**config.mk**
```make
export PLATFORM = sky130hd
export DESIGN_NAME = seq_divider
export DESIGN_NICKNAME = d
export VERILOG_FILES = /design/src/rtl/seq_div_pkg.sv /design/src/rtl/seq_div_control.sv /design/src/rtl/seq_divider.sv
export SDC_FILE = /design/constraint.sdc
export NUM_CORES = 1
export LEC_CHECK = 0
export BUFFER_PORTS_ARGS = -buffer_cell sky130_fd_sc_hd__buf_4
export CORE_MARGIN = 2
export CORE_UTILIZATION = 48
export CTS_CLUSTER_DIAMETER = 40
export DETAILED_ROUTE_END_ITERATION = 10
export PLACE_DENSITY = 0.79
export SLEW_MARGIN = 20
export SYNTH_ARGS = -nofsm -noshare
export SYNTH_HDL_FRONTEND = slang
export SYNTH_SLANG_ARGS = --single-unit
export TNS_END_PERCENT = 20
```
**constraint.sdc**
```tcl
create_clock -name clk -period 3.2 [get_ports clk]
set_clock_uncertainty 0.15 [all_clocks]
set_input_delay 0.64 -clock clk [delete_from_list [all_inputs] [get_ports clk]]
set_output_delay 0.64 -clock clk [all_outputs]
set_load 0.01 [all_outputs]
```
**src/rtl/seq_div_pkg.sv**
```systemverilog
// Shared definitions for the sequential restoring divider: state encoding and default width.
package seq_div_pkg;

    localparam int N_DEF = 4;

    localparam logic [2:0] S_IDLE  = 3'd0;
    localparam logic [2:0] S_CHECK = 3'd1;
    localparam logic [2:0] S_SHIFT = 3'd2;
    localparam logic [2:0] S_TEST  = 3'd3;
    localparam logic [2:0] S_DONE  = 3'd4;

endpackage

```
**src/rtl/seq_div_control.sv**
```systemverilog
// Control FSM of the sequential divider: sequences load, shift/test steps and the done pulse.
module seq_div_control
    import seq_div_pkg::*;
(
    input  logic clk,
    input  logic rst,
    input  logic start,
    input  logic zero_div,
    input  logic h_ge_d,
    input  logic cnt_zero,
    output logic load,
    output logic shift,
    output logic sub,
    output logic set_dbz,
    output logic set_ovf,
    output logic fin,
    output logic done,
    output logic busy
);

    logic [2:0] state;
    logic [2:0] state_nxt;

    always_ff @(posedge clk or negedge rst) begin
        if (!rst) begin
            state <= S_IDLE;
        end else begin
            state <= state_nxt;
        end
    end

    always_comb begin
        state_nxt = state;
        case (state)
            S_IDLE:  if (start) state_nxt = S_CHECK;
            S_CHECK: begin
                if (zero_div || h_ge_d) state_nxt = S_DONE;
                else                    state_nxt = S_SHIFT;
            end
            S_SHIFT: state_nxt = S_TEST;
            S_TEST:  state_nxt = cnt_zero ? S_DONE : S_SHIFT;
            S_DONE:  state_nxt = S_IDLE;
            default: state_nxt = S_IDLE;
        endcase
    end

    // fin marks the edge that enters DONE, so results are in place during the done pulse.
    always_comb begin
        load    = 1'b0;
        shift   = 1'b0;
        sub     = 1'b0;
        set_dbz = 1'b0;
        set_ovf = 1'b0;
        fin     = 1'b0;
        done    = 1'b0;
        busy    = 1'b0;
        case (state)
            S_IDLE:  load = start;
            S_CHECK: begin
                busy    = 1'b1;
                set_dbz = zero_div;
                set_ovf = !zero_div && h_ge_d;
                fin     = zero_div || h_ge_d;
            end
            S_SHIFT: begin
                busy  = 1'b1;
                shift = 1'b1;
            end
            S_TEST: begin
                busy = 1'b1;
                sub  = 1'b1;
                fin  = cnt_zero;
            end
            S_DONE:  done = 1'b1;
            default: ;
        endcase
    end

endmodule

```
**src/rtl/seq_divider.sv**
```systemverilog
// Sequential restoring divider datapath: 2N-bit dividend / N-bit divisor, one quotient bit per SHIFT/TEST pair.
module seq_divider
    import seq_div_pkg::*;
#(
    parameter int N = N_DEF
) (
    input  logic           clk,
    input  logic           rst,
    input  logic           start,
    input  logic [2*N-1:0] dividend,
    input  logic [N-1:0]   divisor,
    output logic           busy,
    output logic           done,
    output logic [N-1:0]   quotient,
    output logic [N-1:0]   remainder,
    output logic           dbz,
    output logic           ovf
);

    localparam int CW = $clog2(N + 1);

    logic [N:0]    h;
    logic [N-1:0]  l;
    logic [N-1:0]  d;
    logic [CW-1:0] cnt;

    logic          load, shift, sub, set_dbz, set_ovf, fin;
    logic          zero_div, h_ge_d, cnt_zero;
    logic [N:0]    d_ext, h_diff, h_test;
    logic [N-1:0]  l_test;
    logic [CW-1:0] cnt_dec;

    // One comparator serves both the overflow check in CHECK and the trial subtraction in TEST.
    always_comb begin
        d_ext    = {1'b0, d};
        zero_div = (d == '0);
        h_ge_d   = (h >= d_ext);
        h_diff   = h - d_ext;
        h_test   = h_ge_d ? h_diff : h;
        l_test   = {l[N-1:1], h_ge_d};
        cnt_dec  = cnt - CW'(1);
        cnt_zero = (cnt_dec == '0);
    end

    seq_div_control u_ctrl (
        .clk      (clk),
        .rst      (rst),
        .start    (start),
        .zero_div (zero_div),
        .h_ge_d   (h_ge_d),
        .cnt_zero (cnt_zero),
        .load     (load),
        .shift    (shift),
        .sub      (sub),
        .set_dbz  (set_dbz),
        .set_ovf  (set_ovf),
        .fin      (fin),
        .done     (done),
        .busy     (busy)
    );

    always_ff @(posedge clk or negedge rst) begin
        if (!rst) begin
            h   <= '0;
            l   <= '0;
            d   <= '0;
            cnt <= '0;
        end else if (load) begin
            h   <= {1'b0, dividend[2*N-1:N]};
            l   <= dividend[N-1:0];
            d   <= divisor;
            cnt <= CW'(N);
        end else if (shift) begin
            h   <= {h[N-1:0], l[N-1]};
            l   <= {l[N-2:0], 1'b0};
        end else if (sub) begin
            h   <= h_test;
            l   <= l_test;
            cnt <= cnt_dec;
        end
    end

    // Results update only on entry to DONE and hold across later acceptances until the next DONE.
    always_ff @(posedge clk or negedge rst) begin
        if (!rst) begin
            quotient  <= '0;
            remainder <= '0;
            dbz       <= 1'b0;
            ovf       <= 1'b0;
        end else begin
            if (load) begin
                dbz <= 1'b0;
                ovf <= 1'b0;
            end else begin
                if (set_dbz) dbz <= 1'b1;
                if (set_ovf) ovf <= 1'b1;
            end
            if (fin) begin
                if (set_dbz || set_ovf) begin
                    quotient  <= '1;
                    remainder <= '0;
                end else begin
                    quotient  <= l_test;
                    remainder <= h_test[N-1:0];
                end
            end
        end
    end

endmodule

```
==> flow_metrics.tcl <==
set metrics [dict create \
    min_period_over_period_pct 72.38 \
    ioPinCount 27 \
    ys_seq_area_share_pct 45.45 \
    antenna_cells 0 \
    synth-seq-cells 29 \
    p_leak_uw 0.0008863 \
    viasPerCell 5.762 \
    start_util_pct 51.45 \
    cts_hold_buf 0 \
    slew_headroom_pct 59.06 \
    place_hpwl_um 2713 \
    antenna_found_initial 0 \
    drtAntennaViolNets 0 \
    drt-initial-drc-count 67 \
    hold_path_class "input pin to asynchronous set/reset pin" \
    htree_levels 2 \
    num-nets-final 225 \
    place.gp.congestion 0.8032 \
    overflow 0 \
    final.min_clock_period_ns 2.316 \
    top_layer_used "met4" \
    grt_usage_pct 22.33 \
    grt_max_degree 30 \
    ys_warn_count 0 \
    yosysTopAreaCell "dfrtp_1" \
    remaining_drc_errors 0 \
    cp_cell_sequence "ha_1 > nor2b_4 > o31a_4 > or2_0 > o21ai_0 > a211oi_1" \
    route.met3.wl_um 302 \
    cts_setup_buffers 0 \
    rsz0062_at_grt "no" \
    synth_top_area_share_pct 45.45 \
    status "finished clean" \
    path_clk_slew_ns 0.10 \
    die_w_um 61.67 \
    vias 1429 \
    grt_pass1_vias 1343 \
    clock_latency_ns 0.34 \
    avgRoutedWirePerCell_um 14.84 \
    ir_drop_v 0.0006120 \
    hold_violations 0 \
    drt_first_pass_iters 4 \
    synthesis.area_um2 1597 \
    synth_nets 198 \
    wirelength_met1_um 1564 \
    critPathKind "register to register" \
    core_area_um2 3103 \
    critPathMaxFanout 9 \
    cts.sinks 29 \
    fin_setup_tns_ns 0 \
    yosysUniqueCellTypes 40 \
    max_freq_mhz 431.7 \
    port-buffer-count 26 \
    worst_setup_path_start_kind "register" \
    grt_pass1_wl_um 6023 \
    synth_cells 176 \
    arrival_ns 2.38 \
    row_count 20 \
    drive_above_1_share_pct 19.12 \
    finalWirelength_um 3680 \
    die_area_um2 3803 \
    clk_path_buf_depth 2 \
    netlist_top_cells_area "dfrtp_1 (45%), nand2_1 (7.1%), o21ai_0 (5.0%), ha_1 (4.7%), nor2_1 (4.5%)" \
    critical_path.slowest_cell "dfrtp_1" \
    wl_met2_um 1715 \
    cts_tree "built" \
    power_uw 2199 \
    cts_resized 0 \
    area_growth_pct 20.06 \
    powerDensity_nw_per_um2 1147 \
    chipHeight_um 61.67 \
    worst_setup_path_end_kind "register" \
    clock-root-buffer "clkbuf_4" \
    setup_viol 0 \
    required_ns 3.26 \
    reg2reg_slack_ns 0.88 \
    maxSlewViolCount 0 \
    syn_avg_cell_area_um2 9.071 \
    cts_buffers 5 \
    max-cap-violations 0 \
    worst_pin_slew_ns 0.6128 \
    worst_path_largest_cell_delay_ns 0.45 \
]
## report_power, final
group          total (uW)  switching (uW)  leakage (uW)  internal [uW]
logic                1130             647      0.000478            479
clock network         382             141     0.0000552            242
registers             690             164      0.000353            526
total                2200             952      0.000886           1250
## path summary, 6_finish.rpt
kind,startpoint,to,cells past startpoint
setup / recovery,h[1],remainder[0],6
hold / removal,rst,h[1],1
setup reg to reg,h[1],remainder[0],6
hold reg to reg,l[0],l[1],2
max in group asynchronous,rst,h[4],1
min in group clk,l[0],l[1],2
## placed cells by master (no fill, tap or decap), types with 5 or more instances in the layout
cell and instances:
a211oi_1 6, a21oi_1 5, a22oi_1 5, a31oi_1 5, buf_4 27, clkbuf_4 5, dfrtp_1 29, ha_1 6
inv_1 13, nand2_1 30, nor2_1 19, o21ai_0 16
## Yosys cell counts (all sizes together)
cell type   n
and4        1
buf         5
a41oi       2
xnor2       1
o31a        1
fa          1
nor2       19
and3b       1
nor3        2
and2        1
nor3b       1
a31oi       5
nand3       3
ha          6
o21ai      16
inv        13
a21oi       5
xor2        1
mux2        1
nand4       2
nor4b       1
a21o        2
nor2b       4
o21a        1
nand2      30
nand3b      1
nor4        1
or4         1
a211oi      6
a221o       1
o21bai      1
a22oi       5
or2         1
o2111ai     2
clkbuf      2
dfrtp      29
a222oi      1
## worst max-delay path, delay by kind of cell, from the launching register on
family	cells	cell delay, ns
AOI/OAI and AO/OA	3	0.73
and+or+nand+nor	2	0.51
DFF	1	0.45
adders and majority gates	1	0.35
## per-stage QoR
stage | setup WS (ns) | cell area, um^2 | cells | util (%) | hold slack (ns)
finish | 0.8838 | 1917 | 248 | 61.77 | 0.05578
global route | 0.7027 | 1917 | 248 | 61.77 | 0.05310
CTS | 0.8941 | 1917 | 248 | 61.77 | 0.06006
detailed placement | 0.9025 | 1814 | 240 | 58.47 | 0.3129
global placement | 1.007 | 1814 | 240 | 58.47 | 0.3104
floorplan | 1.129 | 1597 | 176 | - | 0.1944
## flip-flops by register name, indices dropped and copies added, names as in the netlist
signal and count:
ovf 1, cnt 3, u_ctrl.state 3, remainder 4, l 4, dbz 1, d 4, quotient 4
h 5
## kinds of logic after synthesis
logic type               share of synthesized area [%]
buffers and inverters                            5.564
multiplexers                                    0.7053
AO/OA/AOI/OAI                                    20.14
flip-flops                                       45.45
adder cells (fa/ha/maj)                          5.956
AND/OR/NAND/NOR                                  21.08
XOR/XNOR                                         1.097
## per-layer routing
layer	vias to the layer above	track usage, %
li1	674	-
met1	671	28.27
met2	71	35.94
met3	13	6.933
met4	0	8.207
met5	-	0
## cell type report
cell class                      instances  area [um^2]
Tap cell                               44        55.05
Clock inverter                          3        65.06
Sequential cell                        29        725.7
Inverter                               13        48.80
Fill cell                             283         1186
Multi-Input combinational cell        127        782.0
Timing Repair Buffer                   27        202.7
Clock buffer                            5        37.54
No activity file was read; power rests on OpenSTA's default activity.
